## src/rtl/alu_muldiv.sv

```systemverilog
`default_nettype none
// ============================================================================
// Module      : alu_muldiv
// Description : Iterative RV32M-style multiply/divide unit with a parametrised
//               data width. Shift-add multiply and restoring divide, one bit
//               per cycle, valid/ready on both sides, result held until taken.
//               Optional macro MULDIV_FAST_MUL_EN replaces the iterative
//               multiply by one combinational multiply at accept.
// Revision    : 1.0 - initial release
// ============================================================================
module alu_muldiv #(
  parameter int DATA_WIDTH = 32
) (
  input  logic                  clk,
  input  logic                  rst_n,
  input  logic                  in_valid,
  output logic                  in_ready,
  input  logic [2:0]            MulDivControl,
  input  logic [DATA_WIDTH-1:0] SrcA,
  input  logic [DATA_WIDTH-1:0] SrcB,
  input  logic                  flush,
  output logic                  out_valid,
  input  logic                  out_ready,
  output logic [DATA_WIDTH-1:0] Result,
  output logic                  busy
);

  localparam int W     = DATA_WIDTH;
  localparam int CNT_W = $clog2(DATA_WIDTH + 1);
  localparam logic [W-1:0] MOST_NEG = {1'b1, {(W-1){1'b0}}};

  typedef enum logic [1:0] {S_IDLE, S_MUL, S_DIV, S_DONE} state_t;

  state_t             r_state, w_state_nxt;
  logic [2:0]         r_op;
  logic               r_neg;
  logic               r_special;
  logic [W-1:0]       r_special_val;
  logic [W-1:0]       r_opnd;
  logic [2*W-1:0]     r_prod;
  logic [CNT_W-1:0]   r_cnt;
  logic [W-1:0]       r_result;

  logic               w_accept, w_is_div, w_a_signed, w_b_signed;
  logic               w_a_neg, w_b_neg, w_div0, w_ovf, w_fast, w_special, w_res_neg;
  logic [W-1:0]       w_a_mag, w_b_mag, w_special_val, w_fast_val, w_final;
  logic [W:0]         w_mul_sum, w_div_shift;
  logic [W-1:0]       w_div_sub;
  logic               w_div_ge;
  logic [2*W-1:0]     w_mul_next, w_div_next, w_mul_full;
  logic [W-1:0]       w_quo, w_rem;

  assign in_ready  = (r_state == S_IDLE);
  assign out_valid = (r_state == S_DONE);
  assign busy      = (r_state == S_MUL) || (r_state == S_DIV);
  assign Result    = r_result;

  // Operand decode: signedness by funct3, magnitudes, and the corner cases
  assign w_accept   = in_valid && in_ready && !flush;
  assign w_is_div   = MulDivControl[2];
  assign w_a_signed = (!MulDivControl[2] && (MulDivControl[1:0] != 2'b11)) ||
                      (MulDivControl[2] && !MulDivControl[0]);
  assign w_b_signed = (!MulDivControl[2] && !MulDivControl[1]) ||
                      (MulDivControl[2] && !MulDivControl[0]);
  assign w_a_neg    = w_a_signed && SrcA[W-1];
  assign w_b_neg    = w_b_signed && SrcB[W-1];
  assign w_a_mag    = w_a_neg ? -SrcA : SrcA;
  assign w_b_mag    = w_b_neg ? -SrcB : SrcB;
  assign w_div0     = w_is_div && (SrcB == '0);
  assign w_ovf      = w_is_div && !MulDivControl[0] && (SrcA == MOST_NEG) && (&SrcB);
  assign w_special  = w_div0 || w_ovf || w_fast;
  // Remainder takes the dividend's sign, everything else the XOR of both
  assign w_res_neg  = (MulDivControl[2] && MulDivControl[1]) ? w_a_neg : (w_a_neg ^ w_b_neg);

`ifdef MULDIV_FAST_MUL_EN
  logic [2*W-1:0] w_fast_a, w_fast_b, w_fast_prod;
  assign w_fast_a    = {{W{w_a_neg}}, SrcA};
  assign w_fast_b    = {{W{w_b_neg}}, SrcB};
  assign w_fast_prod = w_fast_a * w_fast_b;
  assign w_fast      = !MulDivControl[2];
  assign w_fast_val  = (MulDivControl[1:0] == 2'b00) ? w_fast_prod[W-1:0] : w_fast_prod[2*W-1:W];
`else
  assign w_fast      = 1'b0;
  assign w_fast_val  = '0;
`endif

  // Result of any operation that finishes without iterating
  always_comb begin
    w_special_val = '0;
    if (w_fast)      w_special_val = w_fast_val;
    else if (w_div0) w_special_val = MulDivControl[1] ? SrcA : '1;
    else if (w_ovf)  w_special_val = MulDivControl[1] ? '0 : SrcA;
  end

  // One shift-add multiply step and one restoring divide step
  assign w_mul_sum   = {1'b0, r_prod[2*W-1:W]} + (r_prod[0] ? {1'b0, r_opnd} : '0);
  assign w_mul_next  = {w_mul_sum, r_prod[W-1:1]};
  assign w_div_shift = {r_prod[2*W-1:W], r_prod[W-1]};
  assign w_div_ge    = (w_div_shift >= {1'b0, r_opnd});
  assign w_div_sub   = w_div_shift[W-1:0] - r_opnd;
  assign w_div_next  = {(w_div_ge ? w_div_sub : w_div_shift[W-1:0]), r_prod[W-2:0], w_div_ge};

  assign w_mul_full  = r_neg ? -r_prod : r_prod;
  assign w_quo       = r_prod[W-1:0];
  assign w_rem       = r_prod[2*W-1:W];

  // Sign fix-up and half selection applied on the transition into DONE
  always_comb begin
    w_final = '0;
    case (r_op)
      3'b000:         w_final = w_mul_full[W-1:0];
      3'b001, 3'b010,
      3'b011:         w_final = w_mul_full[2*W-1:W];
      3'b100, 3'b101: w_final = r_neg ? -w_quo : w_quo;
      default:        w_final = r_neg ? -w_rem : w_rem;
    endcase
    if (r_special) w_final = r_special_val;
  end

  // State register
  always_ff @(posedge clk or negedge rst_n) begin
    if (!rst_n) r_state <= S_IDLE;
    else        r_state <= w_state_nxt;
  end

  // Next state; zero-iteration ops spend their single cycle in DIV with the counter at 0
  always_comb begin
    w_state_nxt = r_state;
    if (flush) begin
      w_state_nxt = S_IDLE;
    end else begin
      case (r_state)
        S_IDLE:       if (in_valid) w_state_nxt = (w_is_div || w_fast) ? S_DIV : S_MUL;
        S_MUL, S_DIV: if (r_cnt == '0) w_state_nxt = S_DONE;
        S_DONE:       if (out_ready) w_state_nxt = S_IDLE;
        default:      w_state_nxt = S_IDLE;
      endcase
    end
  end

  // Datapath: latch operands at accept, iterate while busy, register the result
  always_ff @(posedge clk or negedge rst_n) begin
    if (!rst_n) begin
      r_op          <= '0;
      r_neg         <= 1'b0;
      r_special     <= 1'b0;
      r_special_val <= '0;
      r_opnd        <= '0;
      r_prod        <= '0;
      r_cnt         <= '0;
      r_result      <= '0;
    end else if (w_accept) begin
      r_op          <= MulDivControl;
      r_neg         <= w_res_neg;
      r_special     <= w_special;
      r_special_val <= w_special_val;
      r_opnd        <= w_is_div ? w_b_mag : w_a_mag;
      r_prod        <= {{W{1'b0}}, (w_is_div ? w_a_mag : w_b_mag)};
      r_cnt         <= w_special ? '0 : CNT_W'(DATA_WIDTH);
    end else if (!flush && busy) begin
      if (r_cnt == '0) begin
        r_result <= w_final;
      end else begin
        r_prod <= (r_state == S_MUL) ? w_mul_next : w_div_next;
        r_cnt  <= r_cnt - CNT_W'(1);
      end
    end
  end

endmodule
`default_nettype wire

```

## config.mk

```make
export PLATFORM = sky130hd
export DESIGN_NAME = alu_muldiv
export DESIGN_NICKNAME = d
export VERILOG_FILES = /design/src/rtl/alu_muldiv.sv
export SDC_FILE = /design/constraint.sdc
export NUM_CORES = 1
export LEC_CHECK = 0
export ABC_AREA = 1
export ABC_CLOCK_PERIOD_IN_PS = 6560
export CORE_AREA = 3 3 225 227
export CTS_CLUSTER_SIZE = 14
export DETAILED_ROUTE_END_ITERATION = 8
export DIE_AREA = 0 0 228 230
export HOLD_SLACK_MARGIN = 0.12
export PLACE_DENSITY = 0.67
export SKIP_LAST_GASP = 1
export SLEW_MARGIN = 40
export SYNTH_ARGS = -nofsm -noshare
export SYNTH_HDL_FRONTEND = slang
export SYNTH_SLANG_ARGS = --single-unit
```

## constraint.sdc

```tcl
create_clock -name clk -period 6.56 [get_ports clk]
set_clock_uncertainty 0.15 [all_clocks]
set_input_delay 1.312 -clock clk [delete_from_list [all_inputs] [get_ports clk]]
set_output_delay 1.312 -clock clk [all_outputs]
set_load 0.03 [all_outputs]
```

==> results.yml, run 1 <==
place:
  pre_cts_slack_ps: 1990
  portBuffers: 106
  dp_hpwl_um: 68900
  gp_congestion: 1.07
  placedInstanceArea_um2: 21000
  dp_cells: 4077
sta:
  rsz0062_at_grt: "false"
  final_hold_viol_count: 0
  period_share: 0.637
  slew_headroom: 0.423
  fin_setup_tns_ps: 0
  min_period_ps: 4180
  fin_ws_ps: 2380
  worst_pin_slew_ps: 865
  timing.fmax_ghz: 0.239
  setup_viol_count_final: 0
  final-max-slew-violation-count: 0
floorplanning:
  initial_core_util: 0.398
  die_area_um2: 52400
  core_area_um2: 48800
  row_count: 81
  die_h_um: 230
  die_x_um: 228
  ioPinCount: 107
yosys:
  synth_ff_type: "dfrtp_1"
  synth.area.top_cells: "dfrtp_1 (22%), nand2_1 (22%), inv_1 (9.1%), nand3_1 (8.3%), nor2_1 (6.8%)"
  synth_seq_cells: 173
  synth_area_um2: 19400
  synth_edf_count: 0
  yosys.area.top_type: "dfrtp_1"
  synth_most_common_cell: "nand2_1"
  syn-num-nets: 3547
  synth-seq-area-share: 0.223
  yosysTopAreaCellShare: 0.223
  ys_types: 56
  syn_inst: 3400
  yosys_warnings: 0
  ys_async_sr_fraction: 1.00
  synth_area_per_cell_um2: 5.71
  synth_commonest_cells: "nand2_1 (1,144), inv_1 (469), nor2_1 (352)"
clock_network:
  insertion_delay_ps: 470
  cts_inserted_buffers: 17
  cts_hold_buf: 0
  clock-sinks: 173
  clk_pin_slew_ps: 80
  clockRootBuffer: "clkbuf_16"
  clockBufferDepth: 2
  h-tree-depth: 4
  tritoncts: "yes"
  postCtsResizedCells: 0
  post_cts_buffers: 0
finish:
  n_antenna_cell: 0
  design_area_um2: 21600
  drive_gt1_frac: 0.0435
  nets: 3580
  area_delta_synth_final_pct: 11.2
  stdcell_count: 4110
  fillers: 5470
worst_hold_path:
  min_path_type: "reg -> reg"
global_route:
  grt_pass1_wl_um: 130000
  track_usage: 0.323
  gr-total-overflow: 0
  grt_max_degree: 101
  grt_pass1_vias: 21000
  antenna_found_initial: 2
worst_setup_path:
  endpoint: "r_prod[23]"
  crit_fanout: 79
  rr_startpoint: "r_state[1]"
  r2r-end: "r_prod[23]"
  arrival_ps: 4430
  path_class: "in -> reg"
  ff2ff_setup_slack_ps: 2920
  startpoint: "in_valid"
  cp-end-kind: "flip-flop"
  worst_ep_required_time_ps: 6820
  r2r.worst_path.cells: 12
  start_kind: "primary input"
route:
  viasPerCell: 5.63
  avgRoutedWirePerCell_um: 21.1
  dr.pass1.iters: 8
  drt-total-wl_um: 86900
  vias: 23200
  drtIter0Drc: 3229
  drc_errors: 0
  ant_nets: 0
flow_run:
  maxCapViolations: 0
power:
  vdd.ir_drop.worst_v: 0.000360
  power.density_nw_per_um2: 515
  leakagePower_nw: 10.8
outcome:
  run_status: "finished, final reports clean"
power breakdown:
| group | internal, mW | total (mW) | switching (mW) |
|---|---|---|---|
| Sequential | 1.45 | 2.12 | 0.676 |
| Combinational | 2.37 | 7.96 | 5.59 |
| Clock | 0.505 | 1.04 | 0.537 |
| Total | 4.32 | 11.1 | 6.80 |
worst max-delay path: stages:
cell             delay, ps
clkdlybuf4s50_1        480
nand2_1                100
nor2_4                 600
inv_2                  130
buf_4                  430
nor2_4                 460
buf_4                  540
nand2_1                120
nand3_1                 90
o21ai_0                 90
inv_1                   70
cells by family after synthesis:
family	count (synthesis)	synth area share
compound gates	480	0.141
flops	173	0.223
simple gates	1996	0.434
xor+xnor	68	0.0307
fa+ha+maj	75	0.0491
mux	2	0.00116
buf+inv	606	0.121
sequential cells by signal, summed over array words and instances, names as in the netlist:
| name | count |
|---|---|
| r_prod | 64 |
| Result | 32 |
| r_opnd | 32 |
| r_special_val | 32 |
| r_cnt | 6 |
| r_op | 3 |
| r_state | 2 |
| r_neg | 1 |
| r_special | 1 |
worst min path at each step:
stage                          start  depth (start not counted)         end  slack (ps)
final                     Result[12]                          2  Result[12]         330
after floorplan              r_op[0]                          2     r_op[0]         290
after global routing      Result[14]                          2  Result[14]         360
after CTS                    r_op[0]                          2     r_op[0]         340
after global placement    Result[10]                          2  Result[10]         310
after detailed placement  Result[10]                          2  Result[10]         320
through the flow:
| step | total power [mW] | hold slack, ps | utilization |
|---|---|---|---|
| 5_1_grt | 11.9 | 358 | 0.442 |
| 4_1_cts | 10.8 | 336 | 0.442 |
| 6_report | 11.1 | 334 | 0.442 |
| 3_3_place_gp | 9.76 | 314 | 0.430 |
| 3_5_place_dp | 9.76 | 317 | 0.430 |
| 2_1_floorplan | 7.11 | 293 | - |
final cells by class:
| class | count | area [um^2] | share of cell area |
|---|---|---|---|
| clock buffers | 17 | 425 | 0.0197 |
| clock inverters | 15 | 154 | 0.00713 |
| inverters | 498 | 1870 | 0.0865 |
| multi-input cells | 2621 | 12800 | 0.591 |
| flip-flops and latches | 173 | 4330 | 0.200 |
| well taps | 664 | 831 | 0.0385 |
| repair buffers | 122 | 1220 | 0.0564 |
placed cells by master, fill, tap and decap left out, types with 4 or more instances in the layout:
| cell type | netlist | routed |
|---|---|---|
| a21oi_1 | 159 | 159 |
| a21oi_2 | 4 | 4 |
| a22oi_1 | 6 | 6 |
| a31oi_1 | 35 | 35 |
| buf_4 | 4 | 13 |
| clkbuf_16 | 0 | 17 |
| clkdlybuf4s50_1 | 0 | 105 |
| clkinv_4 | 0 | 4 |
| dfrtp_1 | 173 | 172 |
| ha_1 | 73 | 72 |
| inv_1 | 469 | 466 |
| inv_2 | 28 | 29 |
| inv_6 | 0 | 5 |
| nand2_1 | 1144 | 1144 |
| nand2_2 | 14 | 14 |
| nand3_1 | 322 | 322 |
| nand3b_1 | 19 | 19 |
| nand4_1 | 65 | 65 |
| nor2_1 | 352 | 348 |
| nor2_2 | 14 | 15 |
| nor2_4 | 4 | 7 |
| nor3_1 | 28 | 28 |
| nor4_1 | 9 | 9 |
| o211ai_1 | 47 | 47 |
| o21ai_0 | 159 | 159 |
| o21ai_1 | 26 | 26 |
| o21bai_1 | 16 | 16 |
| o221ai_1 | 5 | 5 |
| or2_2 | 8 | 8 |
| xnor2_1 | 20 | 20 |
| xor2_1 | 48 | 48 |
routing by layer:
layer | vias to the layer above | track usage | wire length, um
met3 | 248 | 0.0616 | 9140
met1 | 10600 | 0.435 | 35600
met5 | - | 0 | 23
met4 | 4 | 0.175 | 5370
li1 | 11000 | - | -
met2 | 1329 | 0.488 | 36800
No activity file was read; power rests on OpenSTA's default activity.
==> run 2: changes to the inputs <==
Settings changed: ABC_CLOCK_PERIOD_IN_PS 6560 to 3600, PLACE_DENSITY 0.67 to 0.69.
Clock period 6.56 ns to 3.6 ns, I/O delays scaled along.
==> run 2 against run 1 <==
Effect of this change:
- flip-flop and latch count stayed put
- clock-buffer cell count increased by 3
- sequential share of layout area is 0.41 points lower
- first-iteration DRC count down 0.34%
==> results.yml, run 2 (synthesis results as in run 1) <==
sta:
  period_share: 0.951
  setup_viol_count_final: 0
  rsz0062_at_grt: "false"
  final_hold_viol_count: 0
  fin_ws_ps: 178
  holdWs_ps: 331
  timing.fmax_ghz: 0.292
  slew_headroom: 0.470
  fin_setup_tns_ps: 0
  min_period_ps: 3420
  final-max-slew-violation-count: 0
  worst_pin_slew_ps: 794
worst_setup_path:
  crit_buf_inv: 2
  cp-end-kind: "flip-flop"
  arrival_ps: 3670
  start_kind: "flip-flop"
  worstPathCellList: "nand2_1 -> inv_1 -> ha_1 -> nand2_1 -> inv_1 -> a21oi_1 -> nand2_1 -> nand2_1 -> nand2_1 -> o21ai_0 -> nand3_1 -> o21ai_1"
  path_class: "reg -> reg"
  cpMostUsedCell: "nand2_1"
  critical-path-top-delay-family: "simple AND/OR/NAND/NOR gates"
  worst_ep_required_time_ps: 3850
  cpPeakStageDelay_ps: 750
  cp_slowest_cell: "dfrtp_1"
  crit_fanout: 16
clock_network:
  tritoncts: "yes"
  h-tree-depth: 4
  clockBufferDepth: 2
  clock-sinks: 173
  cts_inserted_buffers: 17
  post_cts_buffers: 0
  clockRootBuffer: "clkbuf_16"
  insertion_delay_ps: 480
  clk_pin_slew_ps: 80
finish:
  fillers: 5336
  finalCoreUtilization: 0.451
  nets: 3631
  largest_reg_flops: 64
  regMostFlops: "r_prod"
  area_delta_synth_final_pct: 13.5
  multi_input_area_um2: 12800
  stdcell_count: 4162
  drive_gt1_frac: 0.0566
  most-common-layout-cells: "nand2_1 (1,144), inv_1 (468), nor2_1 (348), nand3_1 (322), dfrtp_1 (172)"
  seqCellArea_um2: 4330
  design_area_um2: 22100
  mostFrequentLayoutCell: "nand2_1"
route:
  vias: 23500
  drc_errors: 0
  ant_nets: 0
  avgRoutedWirePerCell_um: 21.1
  viasPerCell: 5.63
  dr.pass1.iters: 9
  drt-total-wl_um: 87700
  drtIter0Drc: 3218
place:
  dp_cells: 4127
  placedInstanceArea_um2: 21400
  dp_hpwl_um: 70500
  pre_cts_slack_ps: 194
  gp_congestion: 1.08
  portBuffers: 106
floorplanning:
  row_count: 81
  die_x_um: 228
  die_area_um2: 52400
  core_area_um2: 48800
  die_h_um: 230
  initial_core_util: 0.398
  ioPinCount: 107
power:
  leakagePower_nw: 11.1
  vdd.ir_drop.worst_v: 0.000733
  power.density_nw_per_um2: 937
  total_power_mw: 20.7
global_route:
  track_usage: 0.325
  use_met1: 0.440
  antenna_found_initial: 0
  grt_pass1_vias: 21100
  met3_usage: 0.0726
  gr-total-overflow: 0
  grt_max_degree: 92
  use_met2: 0.480
  grt_pass1_wl_um: 131000
  grt_busiest_layer: "met2"
worst_hold_path:
  min_path_type: "reg -> reg"
outcome:
  run_status: "finished, final reports clean"
flow_run:
  maxCapViolations: 0
-- run 2: changes by cell type in the layout (fill, tap and decap cells not counted), sizes merged --
cell,before,now
buf,17,67
bufinv,0,2
clkbuf,17,20
clkinv,10,5
clkinvlp,2,1
diode,0,1
dlygate4sd3,0,1
inv,501,502
-- run 2: layout make-up --
class / instances / share of cell area
well taps: 664 / 0.0377
clock inverters: 12 / 0.00687
diodes: 1 / 0.000113
flip-flops and latches: 173 / 0.196
repair buffers: 173 / 0.0748
multi-input cells: 2621 / 0.579
inverters: 498 / 0.0848
clock buffers: 20 / 0.0203
-- run 2: final timing paths --
path / start / slack, ps / end / depth (start not counted)
worst max-delay path: r_prod[0] / 180 / r_prod[42] / 12
worst min-delay path: Result[12] / 330 / Result[12] / 2
worst max register to register: r_prod[0] / 180 / r_prod[42] / 12
worst min register to register: Result[12] / 330 / Result[12] / 2
max in group asynchronous: rst_n / 1790 / r_opnd[13] / 4
min in group asynchronous: rst_n / 520 / r_prod[49] / 2
-- run 2: worst reg2reg max path, stage by stage, from the launching register on --
cell and delay [ps]:
dfrtp_1 750, nand2_1 230, inv_1 120, ha_1 290, nand2_1 180, inv_1 60
a21oi_1 250, nand2_1 250, nand2_1 110, nand2_1 130, o21ai_0 550, nand3_1 150
o21ai_1 130
-- run 2: what timing repair did --
| item | 4_1_cts | 5_1_grt |
|---|---|---|
| gates resized for setup | 0 | 0 |
| hold buffers | 0 | 1 |
| hold endpoints to repair | 0 | 16 |
-- run 2: per-layer routing --
metal,wire (um),up-vias
met3,10000,259
met5,0,-
met1,35800,10600
li1,-,11100
met4,5520,0
met2,36400,1518
-- run 2: where the power goes --
part,switching (mW),total [mW],internal [mW]
combinational,10.6,15.1,4.53
clock,0.918,1.98,1.06
sequential,0.939,3.58,2.65
